--- src/rtl/rv32_pkg.sv ---
// ----------------------------------------------------------------------------
// rv32_pkg
// Shared types for the OF->EX issue register.
//   rv32_issue_state_e  : issue-register control state (RUN / HOLD / BUBBLE)
//   rv32_issue_packet_t : control side of the EX register (valid + latched
//                         source selects used to refresh held operands)
//   NOP_INSTR           : canonical RV32 NOP encoding (addi x0, x0, 0)
//   sat_inc16           : saturating 16-bit increment for perf counters
// ----------------------------------------------------------------------------
package rv32_pkg;

    localparam int unsigned REG_SEL_W = 5;
    localparam logic [31:0] NOP_INSTR = 32'h0000_0013;

    typedef enum logic [1:0] {
        RUN    = 2'd0,
        HOLD   = 2'd1,
        BUBBLE = 2'd2
    } rv32_issue_state_e;

    typedef struct packed {
        logic                 valid;
        logic [REG_SEL_W-1:0] rs1_sel;
        logic [REG_SEL_W-1:0] rs2_sel;
    } rv32_issue_packet_t;

    function automatic logic [15:0] sat_inc16(input logic [15:0] value);
        return (value == 16'hFFFF) ? value : value + 16'd1;
    endfunction

endpackage

--- src/rtl/rv32_operand_resolve.sv ---
// ----------------------------------------------------------------------------
// rv32_operand_resolve
// Resolves one source operand: x0 always reads zero and is never forwarded;
// otherwise a forwarded value overrides the register-file / held value.
//   i_sel      : source register index
//   i_fwd_en   : forward override enable for this operand
//   i_fwd_data : forwarded value
//   i_rf_data  : base value (register-file read, or the currently held value)
//   o_val      : resolved operand
// ----------------------------------------------------------------------------
module rv32_operand_resolve
    import rv32_pkg::*;
#(
    parameter int XLEN = 32
) (
    input  logic [REG_SEL_W-1:0] i_sel,
    input  logic                 i_fwd_en,
    input  logic [XLEN-1:0]      i_fwd_data,
    input  logic [XLEN-1:0]      i_rf_data,
    output logic [XLEN-1:0]      o_val
);

    assign o_val = (i_sel == '0) ? '0 : (i_fwd_en ? i_fwd_data : i_rf_data);

endmodule

--- src/rtl/of_ex_operand_issue.sv ---
// ----------------------------------------------------------------------------
// of_ex_operand_issue
// OF->EX pipeline register. Captures decoded operands with forwarding
// overrides, holds under stall_ofex while still absorbing forwarded values,
// and inserts LOAD_USE_BUBBLES bubbles per load-use hazard.
//   clk, resetn                      : clock, synchronous active-low reset
//   of_valid, of_rs*_sel, of_rs*_rf  : operand-fetch instruction and RF data
//   of_payload                       : opaque decoded control for EX
//   fwd_rs*_enable, fwd_rs*_data     : forward packet (valid only this cycle)
//   stall_ofex, load_use_hazard      : hold request, load-use hazard
//   flush                            : kill EX contents (branch redirect)
//   of_ready                         : OF may advance this cycle
//   ex_valid, ex_rs*_data, ex_payload: EX-side issue packet
//   bubble_count                     : saturating count of inserted bubbles
// ----------------------------------------------------------------------------
module of_ex_operand_issue
    import rv32_pkg::*;
#(
    parameter int                   XLEN             = 32,
    parameter int                   PAYLOAD_W        = 64,
    parameter int                   LOAD_USE_BUBBLES = 1,
    parameter logic [PAYLOAD_W-1:0] NOP_PAYLOAD      = '0
) (
    input  logic                 clk,
    input  logic                 resetn,
    input  logic                 of_valid,
    input  logic [4:0]           of_rs1_sel,
    input  logic [4:0]           of_rs2_sel,
    input  logic [XLEN-1:0]      of_rs1_rf,
    input  logic [XLEN-1:0]      of_rs2_rf,
    input  logic [PAYLOAD_W-1:0] of_payload,
    input  logic                 fwd_rs1_enable,
    input  logic [XLEN-1:0]      fwd_rs1_data,
    input  logic                 fwd_rs2_enable,
    input  logic [XLEN-1:0]      fwd_rs2_data,
    input  logic                 stall_ofex,
    input  logic                 load_use_hazard,
    input  logic                 flush,
    output logic                 of_ready,
    output logic                 ex_valid,
    output logic [XLEN-1:0]      ex_rs1_data,
    output logic [XLEN-1:0]      ex_rs2_data,
    output logic [PAYLOAD_W-1:0] ex_payload,
    output logic [15:0]          bubble_count
);

    // Bubbles after the first one are counted down in BUBBLE.
    localparam logic [1:0] BUB_RELOAD   = 2'(LOAD_USE_BUBBLES - 1);
    localparam bit         MULTI_BUBBLE = (LOAD_USE_BUBBLES > 1);

    rv32_issue_state_e   r_state,   w_state_nxt;
    logic [1:0]          r_bub_cnt, w_bub_cnt_nxt;
    rv32_issue_packet_t  r_ctl,     w_ctl_nxt;
    logic [XLEN-1:0]     r_rs1,     w_rs1_nxt;
    logic [XLEN-1:0]     r_rs2,     w_rs2_nxt;
    logic [PAYLOAD_W-1:0] r_payload, w_payload_nxt;
    logic [15:0]         r_bubble_count;
    logic                w_bubble_inc;

    // In HOLD the resolvers refresh the held operands using the selects
    // latched at capture; otherwise they resolve the incoming OF operands.
    logic                w_use_held;
    logic [4:0]          w_rs1_sel, w_rs2_sel;
    logic [XLEN-1:0]     w_rs1_base, w_rs2_base;
    logic [XLEN-1:0]     w_rs1_res, w_rs2_res;

    assign w_use_held = (r_state == HOLD);
    assign w_rs1_sel  = w_use_held ? r_ctl.rs1_sel : of_rs1_sel;
    assign w_rs2_sel  = w_use_held ? r_ctl.rs2_sel : of_rs2_sel;
    assign w_rs1_base = w_use_held ? r_rs1 : of_rs1_rf;
    assign w_rs2_base = w_use_held ? r_rs2 : of_rs2_rf;

    rv32_operand_resolve #(.XLEN(XLEN)) u_rs1_resolve (
        .i_sel      (w_rs1_sel),
        .i_fwd_en   (fwd_rs1_enable),
        .i_fwd_data (fwd_rs1_data),
        .i_rf_data  (w_rs1_base),
        .o_val      (w_rs1_res)
    );

    rv32_operand_resolve #(.XLEN(XLEN)) u_rs2_resolve (
        .i_sel      (w_rs2_sel),
        .i_fwd_en   (fwd_rs2_enable),
        .i_fwd_data (fwd_rs2_data),
        .i_rf_data  (w_rs2_base),
        .o_val      (w_rs2_res)
    );

    assign of_ready = (r_state == RUN) && !load_use_hazard && !stall_ofex;

    always_comb begin
        // NOTE: every output of this block gets a default first so no path
        // leaves a variable unassigned (which would infer a latch).
        w_state_nxt   = r_state;
        w_bub_cnt_nxt = r_bub_cnt;
        w_ctl_nxt     = r_ctl;
        w_rs1_nxt     = r_rs1;
        w_rs2_nxt     = r_rs2;
        w_payload_nxt = r_payload;
        w_bubble_inc  = 1'b0;

        if (flush) begin
            w_state_nxt     = RUN;
            w_bub_cnt_nxt   = '0;
            w_ctl_nxt.valid = 1'b0;
            w_payload_nxt   = NOP_PAYLOAD;
        end else begin
            unique case (r_state)
                RUN: begin
                    if (stall_ofex) begin
                        w_state_nxt = HOLD;
                    end else if (of_valid && load_use_hazard) begin
                        w_ctl_nxt.valid = 1'b0;
                        w_payload_nxt   = NOP_PAYLOAD;
                        w_bub_cnt_nxt   = BUB_RELOAD;
                        w_bubble_inc    = 1'b1;
                        w_state_nxt     = MULTI_BUBBLE ? BUBBLE : RUN;
                    end else begin
                        w_ctl_nxt.valid   = of_valid;
                        w_ctl_nxt.rs1_sel = of_rs1_sel;
                        w_ctl_nxt.rs2_sel = of_rs2_sel;
                        w_rs1_nxt         = w_rs1_res;
                        w_rs2_nxt         = w_rs2_res;
                        w_payload_nxt     = of_valid ? of_payload : NOP_PAYLOAD;
                    end
                end
                HOLD: begin
                    // Forwarded values keep landing on the held instruction,
                    // including the release cycle.
                    w_rs1_nxt = w_rs1_res;
                    w_rs2_nxt = w_rs2_res;
                    if (!stall_ofex) begin
                        w_state_nxt = RUN;
                    end
                end
                BUBBLE: begin
                    // A stall freezes the countdown; no bubble is counted.
                    if (!stall_ofex) begin
                        w_bubble_inc  = 1'b1;
                        w_bub_cnt_nxt = r_bub_cnt - 2'd1;
                        if (r_bub_cnt == 2'd1) begin
                            w_state_nxt = RUN;
                        end
                    end
                end
                default: begin
                    w_state_nxt = RUN;
                end
            endcase
        end
    end

    always_ff @(posedge clk) begin
        // NOTE: state is updated with non-blocking assignments so every
        // register samples the values from before this edge.
        if (!resetn) begin
            r_state        <= RUN;
            r_bub_cnt      <= '0;
            r_ctl          <= '0;
            r_rs1          <= '0;
            r_rs2          <= '0;
            r_payload      <= NOP_PAYLOAD;
            r_bubble_count <= '0;
        end else begin
            r_state   <= w_state_nxt;
            r_bub_cnt <= w_bub_cnt_nxt;
            r_ctl     <= w_ctl_nxt;
            r_rs1     <= w_rs1_nxt;
            r_rs2     <= w_rs2_nxt;
            r_payload <= w_payload_nxt;
            if (w_bubble_inc) begin
                r_bubble_count <= sat_inc16(r_bubble_count);
            end
        end
    end

    assign ex_valid     = r_ctl.valid;
    assign ex_rs1_data  = r_rs1;
    assign ex_rs2_data  = r_rs2;
    assign ex_payload   = r_payload;
    assign bubble_count = r_bubble_count;

endmodule

--- config.mk ---
export PLATFORM = sky130hd
export DESIGN_NAME = of_ex_operand_issue
export DESIGN_NICKNAME = d
export VERILOG_FILES = /design/src/rtl/rv32_pkg.sv /design/src/rtl/rv32_operand_resolve.sv /design/src/rtl/of_ex_operand_issue.sv
export SDC_FILE = /design/constraint.sdc
export NUM_CORES = 1
export LEC_CHECK = 0
export ABC_AREA = 1
export CAP_MARGIN = 20
export CORE_UTILIZATION = 40
export DETAILED_ROUTE_END_ITERATION = 10
export MAX_ROUTING_LAYER = met4
export PLACE_DENSITY = 0.86
export SYNTH_ARGS = -nofsm -noshare
export SYNTH_HDL_FRONTEND = slang
export SYNTH_SLANG_ARGS = --single-unit
export TNS_END_PERCENT = 5
--- constraint.sdc ---
create_clock -name clk -period 1.8 [get_ports clk]
set_input_delay 0.36 -clock clk [delete_from_list [all_inputs] [get_ports clk]]
set_output_delay 0.36 -clock clk [all_outputs]
set_load 0.03 [all_outputs]
* Word-level counts from Yosys, hierarchy flattened
Index checks and enable logic that the tools add are counted.
** Storage, ports and cells
- Bits of input ports :: 210
- Register bits after elaboration :: 159
** Operators by class
- Bitwise gates (word level) :: 5
- Add/subtract/negate cells :: 2
- Mux-type cells :: 31
- Equality and inequality tests :: 11
- Reduce and logical (&&, ||, !) cells :: 17
** Operators with widths (count)
- $mux 32 :: 10
- $mux 64 :: 2
- $pmux 32 s2 :: 2
- $add 16x1->16 const B :: 1
- $eq 16x16->1 const B :: 1
- $reduce_and 4->1 :: 4
- $mux 2 :: 7
- $logic_not 5->1 :: 2
- $mux 5 :: 2
- $ne 2x2->1 const B :: 5
- $pmux 2 s3 :: 1
- $mux 1 :: 5
- $not 1->1 :: 5
- $eq 2x1->1 const B :: 2
- $pmux 2 s2 :: 1
- $reduce_and 2->1 :: 2
- $reduce_bool 2->1 :: 2
- $logic_and 1x1->1 :: 3
- $ne 3x2->1 const B :: 1
- $eq 2x2->1 const B :: 1
- $logic_not 1->1 :: 2
- $logic_not 2->1 :: 1
- $ne 2x1->1 const B :: 1
- $pmux 1 s2 :: 1
- 2 further kinds :: 2

* Depth between registers and ports, before layout
Gate-level depths: netlist of the first run.
- Depth after elaboration :: 7
- Gate-level depth with buffers :: 10
- Depth with buffers taken out :: 10

* Modules after synthesis
Synthesis of the first run repeated with hierarchy kept, for this count alone.
** Second synthesis, totals
- Cell total of the unflattened synthesis :: 1354
- Area total of the unflattened synthesis :: 8271.7 µm²
** Modules (own cells, without submodules)
- of_ex_operand_issue :: times used 1, area an instance 6677.7 µm², cells an instance 1006
- rv32_operand_resolve :: times used 2, area an instance 797.0 µm², cells an instance 174

* Worst setup path before layout of the first run
No wires, ideal clock.
- Path kind :: reg2reg
- Start point :: register r_bubble_count[0], in the netlist bubble_count[0]
- End point :: register r_bubble_count[3], in the netlist bubble_count[3]
- Period minus slack after synthesis :: 1740 ps
- Data required time :: 1730 ps
- Cell stages (with the launch flop) :: 9
- Setup slack :: 60 ps
- Arrival time :: 1670 ps
- Path buffers :: 1
- Path through :: dfxtp_1 ha_1 nand3_2 inv_1 nand3_2 o21ai_2 buf_6 nand2_1 a21oi_1
** On the way
- Longest elaborated chain between the ends :: 3
** Ends and longest elaborated chain
- start, declared :: line of_ex_operand_issue.sv:57 : logic [15:0] r_bubble_count;
- start signal, assigned :: line of_ex_operand_issue.sv:172 : r_bubble_count <= sat_inc16(r_bubble_count);
- parallel branches: the longest is 3 deep, another holds $add 16x1->16
Several ways; the timed one is not identified.
A chain may end at the register's enable or synchronous reset.

* Final worst setup path of the first run
- Start point :: register r_state[0]
- End point :: output port of_ready
** On the way
- Longest elaborated chain between the ends :: 3
** Ends and longest elaborated chain
- start, declared :: line of_ex_operand_issue.sv:51 : rv32_issue_state_e r_state, w_state_nxt;
- start signal, assigned :: line of_ex_operand_issue.sv:165 : r_state <= w_state_nxt;
- $logic_not 2->1 :: line of_ex_operand_issue.sv:89 : assign of_ready = (r_state == RUN) && !load_use_hazard && !stall_ofex;
- $logic_and 1x1->1 (2 in a row) :: line of_ex_operand_issue.sv:89
- end, declared :: line of_ex_operand_issue.sv:39 : output logic of_ready,
Every way passes these cells.

==> run summary, run 1 <==
status - finished, final reports clean
fin nets - 1755
crit-path cells - inv_6 > nand2_4 > nor2_2 > buf_4 > buf_4
number of I/O port buffers - 355
Internal - 6.35 mW
worst slew pin tran - 0.406 ns
FF/Latch Area - 3120 µm²
Yosys top cell by area - dfxtp_1
Initial Utilization - 41.1%
Seq pwr share - 40.3%
final hold violation count - 0
share of the synthesized area in the top cell type - 40.5%
top cells by area, synth - dfxtp_1 41%, nand2_1 19%, nand3_1 9.0%, inv_1 7.2%, a21oi_1 5.3%
Via density - 4.84
via count - 8689
Root Driver - clkbuf_16
Buf+Inv Stages, Crit Path - 3
minimum clock period - 1.74 ns
layout cells sized above 1 - 6.55%
Top FF cell, synth - dfxtp_1
number of enable flip-flop cells after synthesis - 0
Final HPWL DP - 18700 µm
Async SR Flop Fraction - 0%
sequential area share after synthesis - 40.5%
clock power share - 39.2%
Logic pwr share - 20.5%
Slowest-stage cell, CP - dfxtp_2
Final Skew - 0.0189 ns
Worst Path Arrival - 1.38 ns
post-route worst setup slack - 0.0648 ns
P_leak - 5.85 nW
syn nets - 1414
Synth Cell Area - 7710 µm²
pin count of the biggest net entering global routing - 65
post-route ant nets - 0
Max Cap Violations - 0
pwr dens - 752 nW/µm²
critical path's largest stage delay - 0.36 ns
Crit. End Element - output pin
register bit total from synthesis - 156
die width - 141 µm
Setup CP Type - reg2out
max_slew headroom - 72.8%
global-route wire length before repair - 39900 µm
final setup TNS - 0 ns
initial drt markers - 370
setup violators final - 0
cell mode on critical path - buf_4
RSZ-0062 raised after global routing - false
DRC viols - 0
Placer Congestion - 0.857
Util after Layout - 64.6%
Worst EP required - 1.44 ns
# rows - 50
synth cell count leaders - 386 x nand2_1, 156 x dfxtp_1, 147 x inv_1, 138 x nand3_1, 108 x nor2_1
Die Area - 19800 µm²
final slew viol count - 0
hold crit path type - in2reg
CTS clock-pin slew for the worst setup and hold paths - 0.07 ns
CTS Buf Count - 17
Post-Synthesis Cells - 1203
initial antenna violation count - 2
Netlist cell types - 28
Avg Synthesized Cell Area - 6.41 µm²
CTS tree - done
Clock Tree Buf Depth - 2
htree depth - 4
Tot GR Track Use - 26.1%
vias in the first global route - 8309
WL/cell - 14.0 µm
multi-input logic area - 3630 µm²
IO Count - 356
Final Power - 9.12 mW
gr ovfl total - 0
Startpoint Class - register
Core ar. - 18800 µm²
delay-heaviest family, CP - buffers and inverters
Post-Place Worst Slack - -0.197 ns
Die Y - 141 µm
worst-path maximum fanout - 6
clock sinks - 156
Worst-Skew Late Latency - 0.43 ns
filler instances - 1640
period utilization - 96.4%
R2R Setup Slk - 0.22 ns
Layout area overhead - 57.4%
NetSw - 2.77 mW
final wirelength - 25200 µm
Fmax - 576 MHz
Sw Ratio - 30.3%
Max VDD drop - 609 µV
setup bufs post-CTS - 0
Ys Warns - 0
drt first pass iters - 5
count leader, synth - nand2_1
==> per-layer routing <==
metal	GRT usage [%]	vias to the layer above	part of all wire (%)
met5	-	-	0
met4	10.8	0	2.6
met3	8.80	45	9.1
met2	43.3	334	49
met1	28.5	3888	40
li1	-	4422	-
==> worst paths after layout <==
path / start / end / cells after the start
worst max-delay path: r_state[0] / of_ready / 5
worst min-delay path: stall_ofex / r_state[0] / 3
worst min register to register: ex_payload[26] / ex_payload[26] / 2
worst max register to register: r_state[0] / ex_rs1_data[31] / 8
==> power groups by stage <==
stage	Combinational, mW	Sequential [mW]	Clock (mW)
2_1_floorplan	0.725	4.00	0
3_5_place_dp	1.96	3.75	0
3_3_place_gp	1.93	3.75	0
6_report	1.87	3.67	3.58
4_1_cts	1.88	3.67	3.64
5_1_grt	2.05	3.68	3.81
==> per-stage QoR <==
stage / instance area (µm²) / hold slack (ns) / std cells
5_1_grt: 12100 / 0.272 / 1793
4_1_cts: 12100 / 0.463 / 1791
2_1_floorplan: 7710 / 0.441 / 1203
6_report: 12100 / 0.279 / 1794
3_5_place_dp: 11700 / 0.457 / 1759
3_3_place_gp: 11700 / 0.450 / 1759
==> layout make-up <==
cell class	count	area share, %
Tap cell	234	2.41
Clock buffer	17	3.51
Timing Repair Buffer	399	32.3
Clock inverter	15	1.37
Multi-Input combinational cell	820	29.9
Antenna cell	3	0.0619
Inverter	150	4.68
Sequential cell	156	25.8
==> flip-flops by register name, indices dropped and copies added, names as in the netlist <==
| signal | cells |
|---|---|
| r_state | 1 |
| ex_rs1_data | 32 |
| r_ctl | 10 |
| bubble_count | 16 |
| ex_valid | 1 |
| ex_payload | 64 |
| ex_rs2_data | 32 |
==> cell usage in the layout, fill, tap and decap left out, types with 3 or more instances in the layout <==
cell type        count
a21oi_1             82
buf_12              18
buf_4               28
clkbuf_16           17
clkdlybuf4s50_1    206
clkinv_8             3
dfxtp_1            155
diode_2              3
dlygate4sd2_1      143
inv_1              146
inv_2                3
inv_6                6
inv_8                5
nand2_1            385
nand2_2              6
nand3_1            138
nand4_1              5
nor2_1             108
o21ai_0             77
xnor2_1              4
==> repair_timing <==
item / in CTS / in global routing
gates resized for setup: 145 / 4
hold buffers: 0 / 0
setup endpoints to repair: 144 / 15
==> worst reg2reg max path, stage by stage, from the launching register on <==
cell     delay [ns]
dfxtp_2        0.40
inv_6          0.08
nor2_4         0.10
nand4_4        0.22
nand2_2        0.17
buf_4          0.25
nand3_1        0.12
nand2_1        0.08
nor2_1         0.04
==> kinds of logic (layout without fill, tap and decap cells) <==
logic type               after synthesis  in the layout  synth area share (%)
other                                  0              3                     0
adder cells (fa/ha/maj)                1              1                 0.162
AND/OR/NAND/NOR                      652            652                  35.4
AO/OA/AOI/OAI                        161            161                  10.6
flip-flops                           156            156                  40.5
XOR/XNOR                               6              6                 0.682
buffers and inverters                227            581                  12.6
Power figures use the tool's default switching activity.
==> run 2, diff against run 1 <==
--- a/config.mk
+++ b/config.mk
@@ -11,6 +11,7 @@
 export DETAILED_ROUTE_END_ITERATION = 10
 export MAX_ROUTING_LAYER = met4
 export PLACE_DENSITY = 0.86
+export RECOVER_POWER = 25
 export SYNTH_ARGS = -nofsm -noshare
 export SYNTH_HDL_FRONTEND = slang
 export SYNTH_SLANG_ARGS = --single-unit
==> constraint.sdc (replaced) <==
create_clock -name clk -period 2 [get_ports clk]
set_input_delay 0.4 -clock clk [delete_from_list [all_inputs] [get_ports clk]]
set_output_delay 0.4 -clock clk [all_outputs]
set_load 0.03 [all_outputs]
==> run 2 against run 1 <==
Effect of this change:
- design area up 0.27%
- register-to-register slack about the same
- total power down 9.4%
==> run summary, run 2 (synthesis gave the netlist of run 1 again) <==
status - finished, final reports clean
via count - 8718 (+0.33%)
setup violators final - 0 (unchanged)
fin nets - 1746 (-0.51%)
hold crit path type - reg2reg
Clock Tree Buf Depth - 2 (unchanged)
commonest non-fill, non-tap cell in the layout - nand2_1
Final HPWL DP - 18400 µm (-1.9%)
post-route worst setup slack - 0.0893 ns (+0.0245 ns)
Setup CP Type - reg2out
worst slew pin tran - 0.596 ns (+0.190 ns)
max_slew headroom - 60.2% (-13 points)
pin count of the biggest net entering global routing - 66 (+1.5%)
post-route ant nets - 0 (unchanged)
layout cells sized above 1 - 5.43% (-1.1 points)
max FFs per register - 64 (unchanged)
minimum clock period - 1.91 ns
setup bufs post-CTS - 0 (unchanged)
CTS tree - done
Post-Place Cell Area - 11600 µm² (-0.98%)
final slew viol count - 0 (unchanged)
number of I/O port buffers - 355 (unchanged)
Crit. End Element - output pin
Worst-Skew Late Latency - 0.43 ns (about the same)
Final Power - 8.26 mW (-9.4%)
gr ovfl total - 0 (unchanged)
Tot GR Track Use - 25.9% (-0.16 points)
Core ar. - 18800 µm² (unchanged)
Final Skew - 0.0116 ns (-0.00727 ns)
hold slack final - 0.465 ns (+0.186 ns)
Via density - 4.89 (+0.90%)
period utilization - 95.5%
Post-Place Worst Slack - -0.0707 ns (+0.126 ns)
Max VDD drop - 673 µV (+10%)
fin area - 12200 µm² (+0.27%)
Fmax - 523 MHz
crit-path cells - clkdlybuf4s50_1
drt first pass iters - 5 (unchanged)
CTS Buf Count - 17 (unchanged)
Placer Congestion - 0.852 (-0.56%)
WL/cell - 14.1 µm (+0.28%)
delay-heaviest family, CP - buffers and inverters
initial antenna violation count - 1 (-1)
critical path's largest stage delay - 0.75 ns (+0.39 ns)
IO Count - 356 (unchanged)
die width - 141 µm (unchanged)
DRC viols - 0 (unchanged)
filler instances - 1586 (-3.3%)
Root Driver - clkbuf_16
Startpoint Class - register
FF/Latch Area - 3120 µm² (about the same)
clock sinks - 156 (unchanged)
Initial Utilization - 41.1% (unchanged)
Worst Path Arrival - 1.51 ns (+0.13 ns)
R2R Setup Slk - 0.21 ns (about the same)
Layout area overhead - 57.9%
# rows - 50 (unchanged)
P_leak - 5.30 nW (-9.3%)
RSZ-0062 raised after global routing - false
global-route wire length before repair - 39600 µm (-0.69%)
initial drt markers - 477 (+29%)
Die Area - 19800 µm² (unchanged)
multi-input logic area - 3600 µm² (-0.66%)
Hold Buf Count CTS - 0 (unchanged)
final wirelength - 25100 µm (-0.28%)
vias in the first global route - 8181 (-1.5%)
htree depth - 4 (unchanged)
worst-path maximum fanout - 2 (-4)
Worst EP required - 1.60 ns (+0.16 ns)
Die Y - 141 µm (unchanged)
CTS clock-pin slew for the worst setup and hold paths - 0.07 ns (about the same)
Slowest-stage cell, CP - clkdlybuf4s50_1
final hold violation count - 0 (unchanged)
Buf+Inv Stages, Crit Path - 1 (-2)
Max Cap Violations - 0 (unchanged)
commonest non-fill, non-tap cells in the layout - 386 x nand2_1, 334 x clkdlybuf4s50_1, 156 x dfxtp_1, 148 x inv_1, 138 x nand3_1
pwr dens - 679 nW/µm² (-9.6%)
==> run 2: changes by cell type in the layout (fill, tap and decap cells not counted), moves of 4 or more <==
cell             before  now
clkdlybuf4s50_1     206  334
dlymetal6s2s_1        2    8
dlygate4sd2_1       143    9
inv_6                 6    2
buf_4                28   18
buf_12               18   14
==> run 2: final timing paths <==
path | start | endpoint | cells past startpoint
worst min-delay path | ex_payload[13] | ex_payload[13] | 2
worst max-delay path | ex_rs1_data[27] | ex_rs1_data[27] | 1
worst max register to register | bubble_count[1] | bubble_count[15] | 7
worst min register to register | ex_payload[13] | ex_payload[13] | 2
==> run 2: through the flow <==
stage | setup TNS, ns | instances | utilization [%]
global placement | -0.00481 | 1750 | 61.7
global route | 0 | 1783 | 64.8
detailed placement | -2.17 | 1750 | 61.7
CTS | 0 | 1782 | 64.8
finish | 0 | 1784 | 64.8
floorplan | 0 | 1203 | -
==> run 2: final cells by class <==
class	instances	share of cell area, %
timing repair buffer	390	32.7
clock inverter	15	1.43
clock buffer	17	3.50
antenna	2	0.0411
inverter	150	4.65
multi-input combinational	820	29.6
tap	234	2.41
sequential	156	25.7
==> run 2: routing by layer <==
layer	wire length, µm	up-vias	GRT usage [%]	part of all wire, %
li1	-	4406	-	-
met1	9940	3911	28.4	40
met2	12100	351	43.0	48
met3	2260	50	9.24	9.0
met4	782	0	9.90	3.1
met5	0	-	-	0
==> run 2: what timing repair did <==
item / 4_1_cts / 5_1_grt
resized for setup: 9 / 8
setup endpoints to repair: 9 / 8
pin swaps: 0 / 0
hold endpoints to repair: 0 / 0
==> run 2: report_power, final <==
part	internal (mW)	switching, mW	total (mW)
clock network	1.69	1.53	3.22
logic	0.851	0.885	1.74
registers	3.24	0.0714	3.31
total	5.78	2.49	8.26
==> run 2: worst reg2reg max path: stages (launching register included) <==
cell and delay, ns:
dfxtp_1 0.41, ha_1 0.22, nand3_2 0.11, inv_1 0.09
nand3_2 0.10, o21ai_2 0.50, nand2_1 0.11, a21oi_1 0.18
==> run 3, diff against run 2 <==
--- a/config.mk
+++ b/config.mk
@@ -9,6 +9,7 @@
 export CAP_MARGIN = 20
 export CORE_UTILIZATION = 40
 export DETAILED_ROUTE_END_ITERATION = 10
+export HOLD_SLACK_MARGIN = 0.08
 export MAX_ROUTING_LAYER = met4
 export PLACE_DENSITY = 0.86
 export RECOVER_POWER = 25
==> results of run 3 <==
The final DEF is identical to that of run 2; final timing and power are the same.
